**src/rtl/counter_pkg.sv**
```systemverilog
// Shared constants and type definitions for the counter/address generator.
package counter_pkg;

    // Manual opcodes, decoded only while the FSM is idle.
    localparam logic [2:0] OPC_CLEAR = 3'b000;
    localparam logic [2:0] OPC_HOLD  = 3'b001;
    localparam logic [2:0] OPC_INC   = 3'b010;
    localparam logic [2:0] OPC_DEC   = 3'b011;
    localparam logic [2:0] OPC_LOAD  = 3'b100;

    // Burst controller states.
    typedef enum logic {
        ST_IDLE = 1'b0,
        ST_RUN  = 1'b1
    } state_e;

    // Operation requested from the shared next-address datapath.
    typedef enum logic [2:0] {
        STEP_HOLD  = 3'd0,
        STEP_CLEAR = 3'd1,
        STEP_INC   = 3'd2,
        STEP_DEC   = 3'd3,
        STEP_LOAD  = 3'd4
    } step_op_e;

endpackage

```
**src/rtl/addr_step.sv**
```systemverilog
// Combinational next-address datapath: increment/decrement with wrap or
// saturate at Last, clear, hold, and clamped load. Shared by the manual
// opcode path and the burst path.
module addr_step
    import counter_pkg::*;
#(
    parameter int Width = 5,
    parameter int Last  = 31,
    parameter int Wrap  = 1
) (
    input  step_op_e             op,
    input  logic     [Width-1:0] cur,
    input  logic     [Width-1:0] load_val,
    output logic     [Width-1:0] nxt,
    output logic                 wrapped
);

    localparam logic [Width-1:0] LAST_W = Width'(Last);
    localparam logic [Width-1:0] ONE_W  = Width'(1);

    // Compute the next address; the boundary test is an explicit compare
    // against Last so a non-power-of-two terminal address behaves correctly.
    always_comb begin
        // NOTE: every output gets a default before the case so no path can
        // leave it unassigned and infer a latch.
        nxt     = cur;
        wrapped = 1'b0;
        case (op)
            STEP_CLEAR: nxt = '0;
            STEP_INC: begin
                if (cur == LAST_W) begin
                    if (Wrap != 0) begin
                        nxt     = '0;
                        wrapped = 1'b1;
                    end else begin
                        nxt = LAST_W;
                    end
                end else begin
                    nxt = cur + ONE_W;
                end
            end
            STEP_DEC: begin
                if (cur == '0) begin
                    if (Wrap != 0) begin
                        nxt     = LAST_W;
                        wrapped = 1'b1;
                    end else begin
                        nxt = '0;
                    end
                end else begin
                    nxt = cur - ONE_W;
                end
            end
            STEP_LOAD: nxt = (load_val > LAST_W) ? LAST_W : load_val;
            default:   nxt = cur;
        endcase
    end

endmodule

```
**src/rtl/counter_address_gen.sv**
```systemverilog
// Counter / address generator with a manual opcode mode (IDLE) and an
// auto-incrementing burst mode (RUN) of len_i+1 addresses.
module counter_address_gen
    import counter_pkg::*;
#(
    parameter int Width = 5,
    parameter int Last  = 31,
    parameter int Wrap  = 1
) (
    input  logic             clk_i,
    input  logic             rst_ni,
    input  logic [2:0]       opc_i,
    input  logic [Width-1:0] load_i,
    input  logic             start_i,
    input  logic [Width-1:0] len_i,
    output logic [Width-1:0] count_o,
    output logic             flag_o,
    output logic             zero_o,
    output logic             wrap_o,
    output logic             busy_o,
    output logic             done_o
);

    localparam logic [Width-1:0] LAST_W = Width'(Last);
    localparam logic [Width-1:0] ONE_W  = Width'(1);

    state_e           state_q, state_d;
    logic [Width-1:0] count_q, count_d;
    logic [Width-1:0] beats_q, beats_d;
    logic             wrap_q, wrap_d;
    logic             done_q, done_d;

    step_op_e         step_op;
    logic [Width-1:0] step_nxt;
    logic             step_wrapped;

    addr_step #(
        .Width (Width),
        .Last  (Last),
        .Wrap  (Wrap)
    ) u_addr_step (
        .op       (step_op),
        .cur      (count_q),
        .load_val (load_i),
        .nxt      (step_nxt),
        .wrapped  (step_wrapped)
    );

    // Next-state and datapath control: start beats opcodes in IDLE; in RUN
    // only a clear opcode (abort) is honoured, and it wins over completion.
    always_comb begin
        state_d = state_q;
        count_d = count_q;
        beats_d = beats_q;
        wrap_d  = 1'b0;
        done_d  = 1'b0;
        step_op = STEP_HOLD;
        case (state_q)
            ST_IDLE: begin
                if (start_i) begin
                    step_op = STEP_LOAD;
                    count_d = step_nxt;
                    beats_d = len_i;
                    state_d = ST_RUN;
                end else begin
                    case (opc_i)
                        OPC_HOLD: step_op = STEP_HOLD;
                        OPC_INC:  step_op = STEP_INC;
                        OPC_DEC:  step_op = STEP_DEC;
                        OPC_LOAD: step_op = STEP_LOAD;
                        default:  step_op = STEP_CLEAR;
                    endcase
                    count_d = step_nxt;
                    wrap_d  = step_wrapped;
                end
            end
            ST_RUN: begin
                if (opc_i == OPC_CLEAR) begin
                    count_d = '0;
                    beats_d = '0;
                    state_d = ST_IDLE;
                end else if (beats_q == '0) begin
                    done_d  = 1'b1;
                    state_d = ST_IDLE;
                end else begin
                    step_op = STEP_INC;
                    count_d = step_nxt;
                    wrap_d  = step_wrapped;
                    beats_d = beats_q - ONE_W;
                end
            end
            default: state_d = ST_IDLE;
        endcase
    end

    // State, address, beat counter and event pulses; reset is asynchronous so
    // a mid-burst reset clears everything without waiting for a clock edge.
    always_ff @(posedge clk_i or negedge rst_ni) begin
        // NOTE: registers use non-blocking assignments so every flop samples
        // the pre-edge values of the others, independent of statement order.
        if (!rst_ni) begin
            state_q <= ST_IDLE;
            count_q <= '0;
            beats_q <= '0;
            wrap_q  <= 1'b0;
            done_q  <= 1'b0;
        end else begin
            state_q <= state_d;
            count_q <= count_d;
            beats_q <= beats_d;
            wrap_q  <= wrap_d;
            done_q  <= done_d;
        end
    end

    assign count_o = count_q;
    assign flag_o  = (count_q == LAST_W);
    assign zero_o  = (count_q == '0);
    assign wrap_o  = wrap_q;
    assign done_o  = done_q;
    assign busy_o  = (state_q == ST_RUN);

endmodule

```
**config.mk**
```make
export PLATFORM = sky130hd
export DESIGN_NAME = counter_address_gen
export DESIGN_NICKNAME = d
export VERILOG_FILES = /design/src/rtl/counter_pkg.sv /design/src/rtl/addr_step.sv /design/src/rtl/counter_address_gen.sv
export SDC_FILE = /design/constraint.sdc
export NUM_CORES = 1
export LEC_CHECK = 0
export CAP_MARGIN = 40
export CORE_UTILIZATION = 30
export CTS_CLUSTER_SIZE = 14
export DETAILED_ROUTE_END_ITERATION = 7
export SLEW_MARGIN = 15
export SYNTH_ARGS = -nofsm -noshare
export SYNTH_HDL_FRONTEND = slang
export SYNTH_SLANG_ARGS = --single-unit
```
**constraint.sdc**
```tcl
create_clock -name clk_i -period 1.6 [get_ports clk_i]
set_input_delay 0.24 -clock clk_i [delete_from_list [all_inputs] [get_ports clk_i]]
set_output_delay 0.24 -clock clk_i [all_outputs]
set_load 0.02 [all_outputs]
```
== Word-level counts from Yosys, hierarchy flattened ==
Cells that the tools add are included.
Word-level totals
  bits in registers: 13
  latch bits: 0
  memory bits (writable): 0
  memory bits (read-only): 0
  output and inout port bits: 10
  memories: 0
Operators by class
  add/sub/neg operators: 3
  $mul: 0
  divide/modulo/power cells: 0
  magnitude comparators: 1
  eq/ne operators: 11
  shifts and indexed selects: 0
  mux-type cells: 30
  bitwise logic cells: 1
  reduce and logical (&&, ||, !) cells: 4
Operators by type and width (number)
  $mux W5: 8
  $pmux W5 S2: 2
  $pmux W5 S4: 1
  $eq A3 B2 Y1 const B: 4
  $pmux W3 S4: 1
  $mux W1: 11
  $logic_not A5 Y1: 2
  $sub A5 B1 Y5 const B: 2
  $eq A3 B1 Y1 const B: 2
  $eq A3 B3 Y1 const B: 2
  $pmux W1 S2: 3
  $pmux W3 S2: 1
  $add A5 B1 Y5 const B: 1
  $eq A5 B5 Y1 const B: 1
  $gt A5 B5 Y1 const B: 1
  $mux W2: 2
  $logic_not A3 Y1: 1
  $mux W3: 1
  $ne A3 B3 Y1 const B: 1
  $ne A2 B2 Y1 const B: 1
  $reduce_and A2 Y1: 1
  $not A1 Y1: 1

== Longest topological paths before layout ==
  depth after elaboration: 9
  depth in mapped cells: 8
  gate-level depth less buffers: 7

== Cells and area by module ==
From an unflattened synthesis, not the netlist that was laid out.
Unflattened totals
  cell total of the unflattened synthesis: 143
  area, all modules: 1157.4 µm²
By module, submodules not included
  counter_address_gen: instances 1, cells each 80, area an instance 710.7 µm², seq. area each 325.3 µm²
  addr_step: instances 1, cells each 63, area an instance 446.7 µm², seq. area each 0.0 µm²

== Least setup slack after synthesis ==
OpenSTA, ideal clock, no wires.
  path kind: register -> register
  from: reg count_q[0], in the netlist count_o[0]
  to: reg count_q[4], in the netlist count_o[4]
  setup time: 83 ps
  arrival time: 1831 ps
  data required time: 1517 ps
  slack: -313 ps
  stages on the path, launching flop included: 8
  buffers on the path: 0
  period minus slack after synthesis: 1913 ps
  cell sequence: dfrtp_1 inv_1 ha_1 nor4b_2 nand3_1 o21ai_0 a21oi_1 o21ai_0
Between the ends
  longest elaborated chain between the ends: 6
  elaborated cells on any way between the ends: 10
  classes of those cells: add/sub (2); eq/ne (1); mux (6); reduce/logical (1)
Ends and longest elaborated chain
  start, declared: line counter_address_gen.sv:28  | logic [Width-1:0] count_q, count_d;
  start signal, assigned: line counter_address_gen.sv:109  | count_q <= count_d;
  $logic_not A5 Y1 (*)
  via zero_o: line counter_address_gen.sv:18  | output logic zero_o,
  $mux W5 (*): line addr_step.sv:43  | if (cur == '0) begin
  $pmux W5 S4 (*): line addr_step.sv:28  | case (op)
  $mux W5: line counter_address_gen.sv:82  | end else if (beats_q == '0) begin
  $mux W5: line counter_address_gen.sv:78  | if (opc_i == OPC_CLEAR) begin
  $pmux W5 S2 (*): line counter_address_gen.sv:58  | case (state_q)
Mark *: on every way through the listed nets, which the timed path passes. The rest lies on a longest branch. The select of a mux whose other input is x is not followed.
A chain may end at the register's enable or synchronous reset.

== Final worst setup path ==
  from: reg beats_q[0]
  to: reg count_q[1], in the netlist count_o[1]
Between the ends
  longest elaborated chain between the ends: 9
  elaborated cells on any way between the ends: 13
  classes of those cells: eq/ne (5); mux (7); reduce/logical (1)
Ends and longest elaborated chain
  start, declared: line counter_address_gen.sv:29  | logic [Width-1:0] beats_q, beats_d;
  start signal, assigned: line counter_address_gen.sv:110  | beats_q <= beats_d;
  $logic_not A5 Y1 (*): line counter_address_gen.sv:82
  $mux W2: line counter_address_gen.sv:82
  $mux W2: line counter_address_gen.sv:78
  $pmux W3 S2: line counter_address_gen.sv:58
  $eq A3 B3 Y1, or another cell as far along: line addr_step.sv:28
  $pmux W5 S4: line addr_step.sv:28
  $mux W5: line counter_address_gen.sv:82
  $mux W5: line counter_address_gen.sv:78
  $pmux W5 S2: line counter_address_gen.sv:58
Mark *: on every way between the ends. The rest lies on a longest branch, timed or not. The select of a mux whose other input is x is not followed.

==> results_dict.tcl <==
set metrics [dict create \
    status "complete, but fails checks" \
    violations "negative setup slack" \
    grt_pass1_vias 1195 \
    finalSetupTns_ns -1.48 \
    io_pins 26 \
    dr_total_vias 1215 \
    num_antenna_cells 0 \
    avgSynthCellArea_um2 8.81 \
    place.gp.congestion 0.840 \
    cp-start-kind "flop" \
    insertion_delay_ns 0.29 \
    finalCritPeriodShare_pct 111 \
    synth_seq_cells 13 \
    core.rowCount 21 \
    clkSlewWorstSetupHoldPaths_ns 0.09 \
    cts_tree "done" \
    fin_area_um2 1820 \
    synth.top_cell.area_share_pct 31.3 \
    synth.net_count 139 \
    routed_wl_um 3330 \
    via_per_inst 5.13 \
    cts_buffer_depth 2 \
    peakVddDrop_uv 798 \
    slew_viol_final 0 \
    place_area_um2 1620 \
    root_buffer "clkbuf_4" \
    clock_skew_ns 0.00959 \
    synth.top_cells.by_area "dfrtp_1 (31%), ha_1 (6.0%), a21oi_1 (5.3%)" \
    synth.top_cells.by_count "dfrtp_1 (13), nand2_1 (12), a21oi_1 (11)" \
    remaining_drc_errors 0 \
    layout-drive-gt1-share_pct 42.4 \
    swShare_pct 42.2 \
    period_needed_ns 1.78 \
    intPower_mw 1.86 \
    grt-ovfl-total 0 \
    ant_nets 0 \
    clkPwrFrac_pct 6.7 \
    yosys_warnings 0 \
    grtUsageTotal_pct 20.4 \
    p_leak_nw 0.811 \
    htree_num_levels 1 \
    synth-edff-count 0 \
    port_buffers 25 \
    start_util_pct 31.2 \
    p_seq_share_pct 20.1 \
    die_w_um 60.9 \
    cts_buffers 3 \
    worstPathRequired_ns 1.77 \
    dr.pass1.iters 4 \
    synthToLayoutAreaGrowth_pct 75.1 \
    rsz0062_at_grt "yes" \
    ys_seq_area_share_pct 31.3 \
    cap_violations 0 \
    grt_max_degree 14 \
    grt_pass1_wl_um 5400 \
    fill_cells 327 \
    post-route-worst-setup-slack_ns -0.180 \
    hold_path_class "input port to asynchronous set/reset pin" \
    setup_violations 13 \
    cp_max_fo 3 \
    pwr-share-comb_pct 73.2 \
    arrival_ns 1.95 \
    final-hold-violation-count 0 \
    async_flop_share_pct 100 \
    ys_types 44 \
    path_class "flop to flop" \
    antenna_found_initial 0 \
    power_density_nw_per_um2 1760 \
    synthCells 118 \
    synth.cell_area_um2 1040 \
    die-area_um2 3710 \
    die_h_um 60.9 \
    post_drt_wl_per_cell_um 14.1 \
    switchingPower_mw 1.35 \
    drt_first_iter_violations 82 \
    fmax_ghz 0.562 \
    synth_flop_cell "dfrtp_1" \
    synth_top_cell_by_area "dfrtp_1" \
    nets 213 \
    core_area_um2 3340 \
    maxSlewHeadroom_pct 76.7 \
    yosysMostFrequentCell "dfrtp_1" \
    worst_pin_slew_ns 0.349 \
    cts_sinks 13 \
    dp_hpwl_um 2480 \
    end_kind "flop" \
]
-- logic make-up after synthesis --
group                      synth area share [%]
DFF                                        31.3
buffers and inverters                      6.98
muxes                                      2.89
and+or+nand+nor                            23.2
xor gates and xnor gates                   3.37
AOI/OAI and AO/OA                          26.2
adders and majority gates                  6.02
-- sequential cells by signal (all words and copies together), names as in the netlist --
signal   flops
count_o      5
wrap_o       1
done_o       1
beats_q      5
busy_o       1
-- metal layers --
| layer | vias up | global-route usage [%] | wire length [um] |
|---|---|---|---|
| met5 | - | 0 | 0 |
| met4 | 0 | 11.0 | 123 |
| met3 | 20 | 5.97 | 208 |
| met2 | 55 | 35.5 | 1730 |
| met1 | 562 | 22.3 | 1270 |
| li1 | 578 | - | - |
-- critical path, stage by stage, from the launching register on --
cell	delay, ns
dfrtp_1	0.40
inv_2	0.08
ha_4	0.13
or4b_4	0.50
a21oi_4	0.19
buf_6	0.13
nor3_4	0.04
a22oi_2	0.11
o21ai_1	0.09
-- power by group through the flow --
stage	Clock, mW	Combinational [mW]	Sequential, mW
2_1_floorplan	0	1.02	0.698
3_3_place_gp	0	1.96	0.625
3_5_place_dp	0	1.96	0.626
4_1_cts	0.221	2.23	0.628
5_1_grt	0.242	2.57	0.663
6_report	0.215	2.35	0.647
-- through the flow --
step	util, %	setup slack, ns	total power [mW]	hold slack, ns	cells
floorplan	-	-0.108	1.72	-0.0556	118
finish	54.6	-0.180	3.21	0.249	237
CTS	52.6	-0.159	3.08	0.248	233
global route	54.6	-0.241	3.47	0.262	237
global placement	48.5	-0.324	2.59	0.569	222
detailed placement	48.5	-0.397	2.59	0.569	222
-- cell usage in the layout (no fill, tap or decap), types with 2 or more instances in the layout --
master           netlist  layout
a21oi_1               11      10
a22o_1                 2       2
buf_4                  0      51
buf_6                  2       3
clkbuf_4               0       3
clkdlybuf4s50_1        0      18
dfrtp_1               13      10
dfrtp_2                0       3
dlygate4sd2_1          0       4
ha_4                   0       4
inv_1                  7       4
inv_2                  0       2
mux2i_1                3       3
nand2_1               12      11
nand2b_1               3       3
nand3_1                3       3
nor2_1                 9       9
nor2b_1                3       3
nor3b_1                2       2
nor4b_4                1       2
o21ai_1                2       4
o22ai_1                4       4
o31ai_1                2       2
xor2_1                 3       3
-- worst paths after layout --
check / from / to / slack (ns) / cells past startpoint
setup / recovery: beats_q[0] / count_o[1] / -0.18 / 8
hold / removal: rst_ni / beats_q[1] / 0.25 / 2
setup reg to reg: beats_q[0] / count_o[1] / -0.18 / 8
hold reg to reg: beats_q[1] / beats_q[1] / 0.62 / 2
max in group asynchronous: rst_ni / busy_o / 1.16 / 2
min in group clk_i: load_i[0] / count_o[0] / 0.50 / 3
-- repair_timing --
item	CTS	global route
pin swaps	1	2
cloned	0	0
endpoints found under the setup margin	18	14
resized for setup	31	9
buffers inserted	7	4
hold buffers	0	0
-- cell type report --
class	instances	area [um^2]	area share (%)
Multi-Input combinational cell	91	747	41.0
Clock buffer	4	26.3	1.44
Tap cell	46	57.6	3.16
Sequential cell	13	329	18.1
Inverter	7	28.8	1.58
Timing Repair Buffer	76	632	34.7
No activity file was read; power rests on OpenSTA's default activity.
